==> config.mk <==
export PLATFORM = sky130hd
export DESIGN_NAME = stream_arb_2to1
export DESIGN_NICKNAME = d
export VERILOG_FILES = /design/src/rtl/stream_arb_2to1.sv
export SDC_FILE = /design/constraint.sdc
export NUM_CORES = 1
export LEC_CHECK = 0
export CORE_ASPECT_RATIO = 1.25
export CORE_UTILIZATION = 35
export CTS_CLUSTER_SIZE = 14
export DETAILED_ROUTE_END_ITERATION = 8
export GPL_ROUTABILITY_DRIVEN = 0
export GPL_TIMING_DRIVEN = 0
export HOLD_SLACK_MARGIN = 0.15
export PLACE_DENSITY_LB_ADDON = 0.15
export SYNTH_ARGS = -nofsm -noshare
export SYNTH_HDL_FRONTEND = slang
export SYNTH_SLANG_ARGS = --single-unit
==> constraint.sdc <==
create_clock -name clk -period 1.5 [get_ports clk]
set_input_delay 0.225 -clock clk [delete_from_list [all_inputs] [get_ports clk]]
set_output_delay 0.225 -clock clk [all_outputs]
set_load 0.02 [all_outputs]
==> src/rtl/stream_arb_2to1.sv <==
// rtl/stream_arb_2to1.sv - two-requester stream arbiter with a registered shared output stage
// Optional packet lock: define STREAM_ARB_PKT_LOCK_EN to keep a requester granted until its last beat.
module stream_arb_2to1 #(
  parameter int WIDTH = 8
) (
  input  logic             clk,
  input  logic             rst,
  input  logic [WIDTH-1:0] in0_data,
  input  logic             in0_valid,
  input  logic             in0_last,
  output logic             in0_ready,
  input  logic [WIDTH-1:0] in1_data,
  input  logic             in1_valid,
  input  logic             in1_last,
  output logic             in1_ready,
  output logic [WIDTH-1:0] out_data,
  output logic             out_valid,
  output logic             out_last,
  input  logic             out_ready,
  output logic             out_src
);

  // ptr = 0 prefers in0 on contention, ptr = 1 prefers in1
  logic             ptr;
  logic             load_en;
  logic             pick0;
  logic             pick1;
  logic             grant0;
  logic             grant1;
  logic             accept;
  logic             win_src;
  logic             win_last;
  logic [WIDTH-1:0] win_data;

`ifdef STREAM_ARB_PKT_LOCK_EN
  typedef enum logic [1:0] {
    IDLE  = 2'd0,
    LOCK0 = 2'd1,
    LOCK1 = 2'd2
  } lock_state_t;

  lock_state_t state;
  lock_state_t state_next;
`endif

  // The output register can take a new beat when empty or being drained this cycle
  assign load_en = !out_valid || out_ready;

  // Free arbitration: a lone requester wins, contention is settled by ptr
  assign pick0 = in0_valid && (!in1_valid || !ptr);
  assign pick1 = in1_valid && (!in0_valid || ptr);

  // Grant selection; under packet lock the owner is the only candidate
  always_comb begin
    grant0 = 1'b0;
    grant1 = 1'b0;
`ifdef STREAM_ARB_PKT_LOCK_EN
    case (state)
      LOCK0:   grant0 = in0_valid;
      LOCK1:   grant1 = in1_valid;
      default: begin
        grant0 = pick0;
        grant1 = pick1;
      end
    endcase
`else
    grant0 = pick0;
    grant1 = pick1;
`endif
  end

  // Readies are forced low during reset so nothing is consumed while rst is high
  assign in0_ready = !rst && load_en && grant0;
  assign in1_ready = !rst && load_en && grant1;

  // A grant implies the granted requester is valid, so either ready means a transfer
  assign accept   = in0_ready || in1_ready;
  assign win_src  = in1_ready;
  assign win_data = win_src ? in1_data : in0_data;
  assign win_last = win_src ? in1_last : in0_last;

  // Output stage: load on accept, empty when free with nothing accepted, hold under backpressure
  always_ff @(posedge clk) begin
    if (rst) begin
      out_valid <= 1'b0;
      out_last  <= 1'b0;
      out_data  <= '0;
      out_src   <= 1'b0;
    end else if (load_en) begin
      if (accept) begin
        out_valid <= 1'b1;
        out_last  <= win_last;
        out_data  <= win_data;
        out_src   <= win_src;
      end else begin
        out_valid <= 1'b0;
      end
    end
  end

  // Priority pointer moves to the non-winner at each grant boundary
  always_ff @(posedge clk) begin
    if (rst) begin
      ptr <= 1'b0;
`ifdef STREAM_ARB_PKT_LOCK_EN
    end else if (accept && win_last) begin
`else
    end else if (accept) begin
`endif
      ptr <= !win_src;
    end
  end

`ifdef STREAM_ARB_PKT_LOCK_EN
  // Lock state register
  always_ff @(posedge clk) begin
    if (rst) begin
      state <= IDLE;
    end else begin
      state <= state_next;
    end
  end

  // Enter or stay locked on a non-last beat, release on the owner's last beat
  always_comb begin
    state_next = state;
    if (accept) begin
      if (win_last) begin
        state_next = IDLE;
      end else begin
        state_next = win_src ? LOCK1 : LOCK0;
      end
    end
  end
`endif

endmodule

==> results of run 1 <==
[through the flow]
step | instances | cell area, sq um | total power [mW] | hold slack [ns] | setup slack (ns)
3_3_place_gp | 140 | 1120 | 0.676 | 0.460 | -0.882
5_1_grt | 153 | 1350 | 1.06 | 0.490 | -0.284
2_1_floorplan | 85 | 748 | 0.532 | 0.385 | 0.00692
3_5_place_dp | 140 | 1120 | 0.678 | 0.458 | -0.877
4_1_cts | 152 | 1260 | 0.980 | 0.454 | -0.239
6_report | 153 | 1350 | 1.01 | 0.456 | -0.248
[layout make-up]
cell class                 instances  area, sq um
buffer                            10         78.8
clock buffer                       4         36.3
fill                             176          629
inverter                           4         15.0
multi-input combinational         56          502
sequential                        12          245
tap                               20         25.0
timing repair buffer              47          450
[critical path, stage by stage (launching register included)]
cell and delay [ns]:
sky130_fd_sc_hd__dfxtp_4 0.37, sky130_fd_sc_hd__nor2b_4 0.05, sky130_fd_sc_hd__buf_8 0.11, sky130_fd_sc_hd__or4_4 0.54, sky130_fd_sc_hd__inv_2 0.07, sky130_fd_sc_hd__buf_6 0.11
[timing repair]
action,CTS,global route
setup endpoints to repair,13,13
gates cloned,0,1
hold buffers,0,0
pin swaps,10,14
setup buffers,9,2
resized for setup,34,20
[cell families (layout without fill, tap and decap cells)]
family,Yosys count,in the layout
DFF,12,12
AOI/OAI and AO/OA,31,31
and+or+nand+nor,25,25
buffers and inverters,17,65
[layout by cell type, fill, tap and decap left out, types with 3 or more instances in the layout]
cell type,count
sky130_fd_sc_hd__nand2_1,10
sky130_fd_sc_hd__inv_1,3
sky130_fd_sc_hd__buf_4,9
sky130_fd_sc_hd__dlygate4sd2_1,5
sky130_fd_sc_hd__clkbuf_2,3
sky130_fd_sc_hd__or4_4,5
sky130_fd_sc_hd__clkbuf_4,3
sky130_fd_sc_hd__o41ai_1,7
sky130_fd_sc_hd__or4_1,5
sky130_fd_sc_hd__a311oi_1,5
sky130_fd_sc_hd__dfxtp_1,10
sky130_fd_sc_hd__a311oi_2,4
sky130_fd_sc_hd__a31oi_1,10
sky130_fd_sc_hd__clkdlybuf4s50_1,27
sky130_fd_sc_hd__buf_6,7
[power by group through the flow]
stage	registers, mW	clock network, mW	logic, mW
6_report	0.363	0.267	0.381
5_1_grt	0.366	0.286	0.404
4_1_cts	0.362	0.274	0.344
3_5_place_dp	0.370	0	0.309
3_3_place_gp	0.369	0	0.306
2_1_floorplan	0.399	0	0.133
[flip-flops by register name (all words and copies together) (netlist names)]
name,count
out_valid,1
out_src,1
out_data,8
ptr,1
out_last,1
[per-layer routing]
metal	routed length [um]	global-route usage (%)	share of wire, %
met1	1020	25.8	38
met4	55	12.6	2.1
met2	1360	37.9	51
met5	0	0	0
met3	221	3.75	8.3
[final timing paths]
check                              from   endpoint  cells after the start
worst min register to register  out_src    out_src                      2
worst max-delay path                ptr  in1_ready                      5
worst min-delay path            out_src    out_src                      2
worst max register to register      ptr        ptr                      6
==> impl_metrics.xml, run 1 <==
<?xml version="1.0" encoding="UTF-8"?>
<metrics>
  <group name="sta">
    <metric name="drv_slew" unit="">0</metric>
    <metric name="slew_headroom" unit="%">55.2</metric>
    <metric name="totalNegativeSetupSlack" unit="ns">-0.490</metric>
    <metric name="final_hold_viol_count" unit="">0</metric>
    <metric name="period_share" unit="%">117</metric>
    <metric name="setup_viol_count_final" unit="">3</metric>
    <metric name="worst_slew_pin_slew" unit="ns">0.671</metric>
    <metric name="timing.clock.skew" unit="ns">0.00686</metric>
    <metric name="finalCriticalPeriod" unit="ns">1.75</metric>
    <metric name="max_clock_freq" unit="GHz">0.572</metric>
    <metric name="unrepaired_setup_endpoints_after_global_routing" unit="">yes</metric>
    <metric name="timing.final.ws_setup" unit="ns">-0.248</metric>
  </group>
  <group name="clock_network">
    <metric name="cts-root-to-sink-buffers" unit="">2</metric>
    <metric name="clock_latency_reported_for_the_late_side_of_the_worst_skew_pair" unit="ns">0.28</metric>
    <metric name="htree_levels" unit="">1</metric>
    <metric name="clock_sink_count" unit="">12</metric>
    <metric name="tritoncts_clock_tree" unit="">yes</metric>
    <metric name="cts-buffers-inserted" unit="">3</metric>
    <metric name="clock_tree.root_cell" unit="">sky130_fd_sc_hd__clkbuf_4</metric>
    <metric name="cts.reportedPaths.clkPinSlew" unit="ns">0.08</metric>
  </group>
  <group name="global_routing">
    <metric name="wire_length_of_the_first_global_routing_pass" unit="mm">3.73</metric>
    <metric name="grt_antenna_before_repair" unit="">0</metric>
    <metric name="pin_count_of_the_biggest_net_entering_global_routing" unit="">11</metric>
    <metric name="grt-ovfl-total" unit="">0</metric>
    <metric name="grt_pass1_vias" unit="">837</metric>
    <metric name="grt_usage" unit="%">22.1</metric>
  </group>
  <group name="yosys">
    <metric name="most_common_library_cells_after_synthesis" unit="">12 x sky130_fd_sc_hd__dfxtp_1, 10 x sky130_fd_sc_hd__a31oi_1, 10 x sky130_fd_sc_hd__nand2_1</metric>
    <metric name="post_synth_xor_area_fraction" unit="%">0</metric>
    <metric name="async_reset_ff_share" unit="%">0</metric>
    <metric name="netlist_top_cells_area" unit="">sky130_fd_sc_hd__dfxtp_1 33%, sky130_fd_sc_hd__a311oi_1 11%, sky130_fd_sc_hd__o41ai_1 11%</metric>
    <metric name="synth_flop_cell" unit="">sky130_fd_sc_hd__dfxtp_1</metric>
    <metric name="synth_fa_ha_area_share" unit="%">0</metric>
    <metric name="synth.lib_cells_used.distinct" unit="">20</metric>
    <metric name="post-synth-top-area-cell" unit="">sky130_fd_sc_hd__dfxtp_1</metric>
    <metric name="synthSimpleGateAreaFrac" unit="%">21.1</metric>
    <metric name="netlist.area_leader.share" unit="%">32.7</metric>
    <metric name="dominant_cell_by_count_in_the_synthesized_netlist" unit="">sky130_fd_sc_hd__dfxtp_1</metric>
    <metric name="combined_area_of_all_synthesized_cells" unit="sq um">736</metric>
    <metric name="multiplexer_share_of_the_synthesized_area" unit="%">0</metric>
    <metric name="synthesis.nets" unit="">108</metric>
    <metric name="mapped_cells" unit="">85</metric>
    <metric name="ys_warn_count" unit="">0</metric>
    <metric name="synth-compound-area-share" unit="%">33.8</metric>
    <metric name="synth_top_family_by_area" unit="">compound AO/OA/AOI/OAI gates</metric>
    <metric name="postSynthAreaPerCell" unit="sq um">8.66</metric>
    <metric name="synth_edf_count" unit="">0</metric>
    <metric name="synth_seq_cells" unit="">12</metric>
    <metric name="ys_seq_area_share" unit="%">32.7</metric>
  </group>
  <group name="job">
    <metric name="timing.max_cap.violations" unit="">0</metric>
  </group>
  <group name="setup_path">
    <metric name="reg2reg_slack" unit="ns">-0.12</metric>
    <metric name="timing_worst_setup_path_type" unit="">register to primary output</metric>
    <metric name="worst-path-max-fanout" unit="">2</metric>
    <metric name="critPathCaptureType" unit="">primary output</metric>
    <metric name="worstPathArrival" unit="ns">1.52</metric>
    <metric name="required_time_of_the_critical_path" unit="ns">1.27</metric>
    <metric name="worst_setup_sp_type" unit="">register</metric>
  </group>
  <group name="route">
    <metric name="drt_iter0_drc" unit="">26</metric>
    <metric name="firstDrtPassIters" unit="">4</metric>
    <metric name="routedWlPerCell" unit="um">17.3</metric>
    <metric name="ant_nets" unit="">0</metric>
    <metric name="drcViolationCount" unit="">0</metric>
    <metric name="vias" unit="">925</metric>
    <metric name="drt-vias-per-instance" unit="">6.05</metric>
    <metric name="finalWirelength" unit="mm">2.65</metric>
  </group>
  <group name="final_layout">
    <metric name="post-route-util" unit="%">68.2</metric>
    <metric name="area_growth_syn_to_layout" unit="%">83.8</metric>
    <metric name="final_net_count" unit="">157</metric>
    <metric name="num_antenna_cells" unit="">0</metric>
    <metric name="share_of_layout_cells_above_drive_strength_1" unit="%">32.3</metric>
  </group>
  <group name="power">
    <metric name="sequentialPowerShare" unit="%">35.9</metric>
    <metric name="power.share.combinational" unit="%">37.7</metric>
    <metric name="leakage" unit="nW">0.533</metric>
    <metric name="ir_worst_vdd" unit="V">0.000537</metric>
    <metric name="p_int" unit="uW">694</metric>
    <metric name="pwr-share-clk" unit="%">26.4</metric>
    <metric name="swShare" unit="%">31.4</metric>
    <metric name="p_sw" unit="uW">318</metric>
    <metric name="power_density" unit="nW/um^2">748</metric>
  </group>
  <group name="floorplan">
    <metric name="chipHeight" unit="um">53.3</metric>
    <metric name="floorplan.die_area" unit="sq um">2290</metric>
    <metric name="effective_utilization_at_floorplan" unit="%">37.1</metric>
    <metric name="std_cell_rows" unit="">18</metric>
    <metric name="ioPinCount" unit="">36</metric>
    <metric name="chipWidth" unit="um">43.0</metric>
    <metric name="core_area" unit="sq um">1980</metric>
  </group>
  <group name="placed_design">
    <metric name="port_buffers" unit="">35</metric>
    <metric name="dp.final_hpwl" unit="mm">1.55</metric>
  </group>
  <group name="status">
    <metric name="failed_checks" unit="">setup timing</metric>
    <metric name="run_status" unit="">finished with violations</metric>
  </group>
  <group name="worst_hold_path">
    <metric name="holdCritPathClass" unit="">register to register</metric>
  </group>
</metrics>
(Power assumes the default switching activity.)
==> run 2, diff against run 1 <==
Settings changed: ABC_AREA set to 1.
==> impl_metrics.xml, run 2 <==
<?xml version="1.0" encoding="UTF-8"?>
<metrics>
  <group name="status">
    <metric name="run_status" unit="">completed</metric>
  </group>
  <group name="yosys">
    <metric name="post-synth-top-area-cell" unit="">sky130_fd_sc_hd__dfxtp_1</metric>
    <metric name="ys_seq_area_share" unit="%">33.3</metric>
    <metric name="synth_seq_cells" unit="">12</metric>
    <metric name="synthesis.nets" unit="">134</metric>
    <metric name="dominant_cell_by_count_in_the_synthesized_netlist" unit="">sky130_fd_sc_hd__nand2_1</metric>
    <metric name="synth_edf_count" unit="">0</metric>
    <metric name="async_reset_ff_share" unit="%">0</metric>
    <metric name="synth.lib_cells_used.distinct" unit="">14</metric>
    <metric name="combined_area_of_all_synthesized_cells" unit="sq um">722</metric>
    <metric name="mapped_cells" unit="">111</metric>
    <metric name="postSynthAreaPerCell" unit="sq um">6.50</metric>
    <metric name="netlist_top_cells_area" unit="">sky130_fd_sc_hd__dfxtp_1 33%, sky130_fd_sc_hd__nand2_1 18%, sky130_fd_sc_hd__nor2_1 14%</metric>
    <metric name="most_common_library_cells_after_synthesis" unit="">35 x sky130_fd_sc_hd__nand2_1, 27 x sky130_fd_sc_hd__nor2_1, 13 x sky130_fd_sc_hd__inv_1, 12 x sky130_fd_sc_hd__dfxtp_1, 9 x sky130_fd_sc_hd__nand3b_1</metric>
    <metric name="synth_flop_cell" unit="">sky130_fd_sc_hd__dfxtp_1</metric>
    <metric name="netlist.area_leader.share" unit="%">33.3</metric>
    <metric name="ys_warn_count" unit="">0</metric>
  </group>
  <group name="worst_hold_path">
    <metric name="holdCritPathClass" unit="">input pin to register</metric>
  </group>
  <group name="power">
    <metric name="pwr-share-clk" unit="%">27.5</metric>
    <metric name="ir_worst_vdd" unit="V">0.000610</metric>
    <metric name="power_density" unit="nW/um^2">824</metric>
    <metric name="swShare" unit="%">30.1</metric>
    <metric name="p_int" unit="uW">673</metric>
    <metric name="sequentialPowerShare" unit="%">38.4</metric>
    <metric name="p_sw" unit="uW">290</metric>
    <metric name="finalPower" unit="uW">963</metric>
    <metric name="leakage" unit="nW">0.599</metric>
    <metric name="power.share.combinational" unit="%">34.2</metric>
  </group>
  <group name="clock_network">
    <metric name="cts-root-to-sink-buffers" unit="">2</metric>
    <metric name="clock_tree.root_cell" unit="">sky130_fd_sc_hd__clkbuf_4</metric>
    <metric name="htree_levels" unit="">1</metric>
    <metric name="cts.reportedPaths.clkPinSlew" unit="ns">0.08</metric>
    <metric name="clock_latency_reported_for_the_late_side_of_the_worst_skew_pair" unit="ns">0.28</metric>
    <metric name="clock_sink_count" unit="">12</metric>
    <metric name="tritoncts_clock_tree" unit="">yes</metric>
    <metric name="cts-buffers-inserted" unit="">3</metric>
    <metric name="post_cts_hold_buffer_count" unit="">0</metric>
  </group>
  <group name="route">
    <metric name="drcViolationCount" unit="">0</metric>
    <metric name="firstDrtPassIters" unit="">4</metric>
    <metric name="vias" unit="">787</metric>
    <metric name="drt_iter0_drc" unit="">16</metric>
    <metric name="routedWlPerCell" unit="um">9.88</metric>
    <metric name="finalWirelength" unit="mm">1.72</metric>
    <metric name="drt-vias-per-instance" unit="">4.52</metric>
    <metric name="ant_nets" unit="">0</metric>
  </group>
  <group name="final_layout">
    <metric name="area.sequential" unit="sq um">240</metric>
    <metric name="largest-register" unit="">out_data</metric>
    <metric name="layout.cells.non_filler" unit="">174</metric>
    <metric name="area_growth_syn_to_layout" unit="%">61.9</metric>
    <metric name="number_of_flip_flops_under_the_largest_register_name" unit="">8</metric>
    <metric name="fillers" unit="">198</metric>
    <metric name="final_net_count" unit="">178</metric>
    <metric name="layout_common_cells" unit="">34 x sky130_fd_sc_hd__nand2_1, 29 x sky130_fd_sc_hd__clkdlybuf4s50_1, 27 x sky130_fd_sc_hd__nor2_1</metric>
    <metric name="most_common_library_cell_in_the_layout_ignoring_fill_and_taps" unit="">sky130_fd_sc_hd__nand2_1</metric>
    <metric name="num_antenna_cells" unit="">0</metric>
    <metric name="share_of_layout_cells_above_drive_strength_1" unit="%">15.6</metric>
    <metric name="final_cell_area" unit="sq um">1170</metric>
    <metric name="area_of_the_multi_input_gates" unit="sq um">388</metric>
  </group>
  <group name="setup_path">
    <metric name="timing.critical_path.slowest_stage_cell" unit="">sky130_fd_sc_hd__clkdlybuf4s50_1</metric>
    <metric name="required_time_of_the_critical_path" unit="ns">1.27</metric>
    <metric name="worstPathArrival" unit="ns">1.24</metric>
    <metric name="cell_chain_of_the_critical_path" unit="">clkdlybuf4s50_1 -&gt; inv_2 -&gt; nand2_2 -&gt; nand4_4 -&gt; buf_6 -&gt; inv_1 -&gt; buf_4</metric>
    <metric name="worst-path-max-fanout" unit="">3</metric>
    <metric name="critPathCaptureType" unit="">primary output</metric>
    <metric name="timing_worst_setup_path_type" unit="">input pin to primary output</metric>
    <metric name="cpPeakStageDelay" unit="ns">0.47</metric>
    <metric name="worst_setup_sp_type" unit="">input pin</metric>
  </group>
  <group name="sta">
    <metric name="setup_viol_count_final" unit="">0</metric>
    <metric name="drv_slew" unit="">0</metric>
    <metric name="max_clock_freq" unit="GHz">0.683</metric>
    <metric name="final_hold_viol_count" unit="">0</metric>
    <metric name="period_share" unit="%">97.6</metric>
    <metric name="slew_headroom" unit="%">80.4</metric>
    <metric name="timing.final.ws_setup" unit="ns">0.0355</metric>
    <metric name="worst_slew_pin_slew" unit="ns">0.293</metric>
    <metric name="finalCriticalPeriod" unit="ns">1.46</metric>
    <metric name="timing.clock.skew" unit="ns">0.00230</metric>
  </group>
  <group name="placed_design">
    <metric name="postPlaceCellArea" unit="sq um">1100</metric>
    <metric name="post-place-cells" unit="">166</metric>
    <metric name="place_worst_setup_slack" unit="ns">-0.555</metric>
    <metric name="dp.final_hpwl" unit="mm">1.23</metric>
    <metric name="port_buffers" unit="">35</metric>
  </group>
  <group name="floorplan">
    <metric name="effective_utilization_at_floorplan" unit="%">36.8</metric>
    <metric name="core_area" unit="sq um">1960</metric>
    <metric name="floorplan.die_area" unit="sq um">2250</metric>
    <metric name="chipWidth" unit="um">42.6</metric>
    <metric name="chipHeight" unit="um">52.8</metric>
    <metric name="ioPinCount" unit="">36</metric>
    <metric name="std_cell_rows" unit="">18</metric>
  </group>
  <group name="global_routing">
    <metric name="use_met1" unit="%">18.1</metric>
    <metric name="pin_count_of_the_biggest_net_entering_global_routing" unit="">11</metric>
    <metric name="groute.layer.met3.usage" unit="%">2.07</metric>
    <metric name="grt-ovfl-total" unit="">0</metric>
    <metric name="busiest_layer" unit="">met2</metric>
    <metric name="grt_usage" unit="%">17.3</metric>
    <metric name="grt_antenna_before_repair" unit="">0</metric>
    <metric name="grtUsageMet2" unit="%">32.1</metric>
    <metric name="wire_length_of_the_first_global_routing_pass" unit="mm">2.90</metric>
    <metric name="grt_pass1_vias" unit="">699</metric>
  </group>
  <group name="job">
    <metric name="timing.max_cap.violations" unit="">0</metric>
  </group>
</metrics>
## run 2: worst max-delay path: cells and delay by family
family	cells	cell delay, ns
simple gates	2	0.19
buf+inv	5	0.83
## run 2: path summary, 6_finish.rpt
path              from     endpoint  slack (ns)  cells past startpoint
min reg2reg    out_src      out_src        0.47                      2
min                rst    out_valid        0.35                      2
max reg2reg        ptr  out_data[1]        0.28                      9
max          out_ready    in0_ready        0.04                      7
## run 2: cell families (layout without fill, tap and decap cells)
logic type,Yosys count,in the layout,share of synthesized area (%)
and+or+nand+nor,75,75,45.6
DFF,12,12,33.3
AOI/OAI and AO/OA,4,4,6.59
buffers and inverters,20,63,14.6
## run 2: repair_timing
action	in CTS	in global routing
resized for setup	17	1
pin swaps	1	0
buffers inserted	3	1
endpoints found under the setup margin	3	1
## run 2: power by group through the flow
stage / Sequential [mW] / Combinational [mW] / Clock (mW)
finish: 0.369 / 0.329 / 0.265
global route: 0.373 / 0.364 / 0.278
CTS: 0.370 / 0.329 / 0.273
detailed placement: 0.377 / 0.321 / 0
global placement: 0.376 / 0.316 / 0
floorplan: 0.412 / 0.138 / 0
## run 2: stage by stage
stage	hold WS, ns	setup TNS [ns]	util [%]
5_1_grt	0.355	-0.00169	59.6
4_1_cts	0.347	0	59.3
3_3_place_gp	0.455	-1.46	56.0
6_report	0.355	0	59.6
2_1_floorplan	0.294	0	-
3_5_place_dp	0.459	-1.78	56.0
## run 2: layout make-up
type                            count  area share [%]
Sequential cell                    12            20.6
Tap cell                           20            2.14
Clock buffer                        4            3.10
Timing Repair Buffer               39            31.7
Buffer                              5            4.50
Multi-Input combinational cell     79            33.2
Inverter                           15            4.82
## run 2: layer usage
metal | vias up | part of all wire (%)
met5 | - | 0
met4 | 0 | 2.3
met3 | 4 | 5.0
met2 | 28 | 50
met1 | 334 | 42
li1 | 421 | -
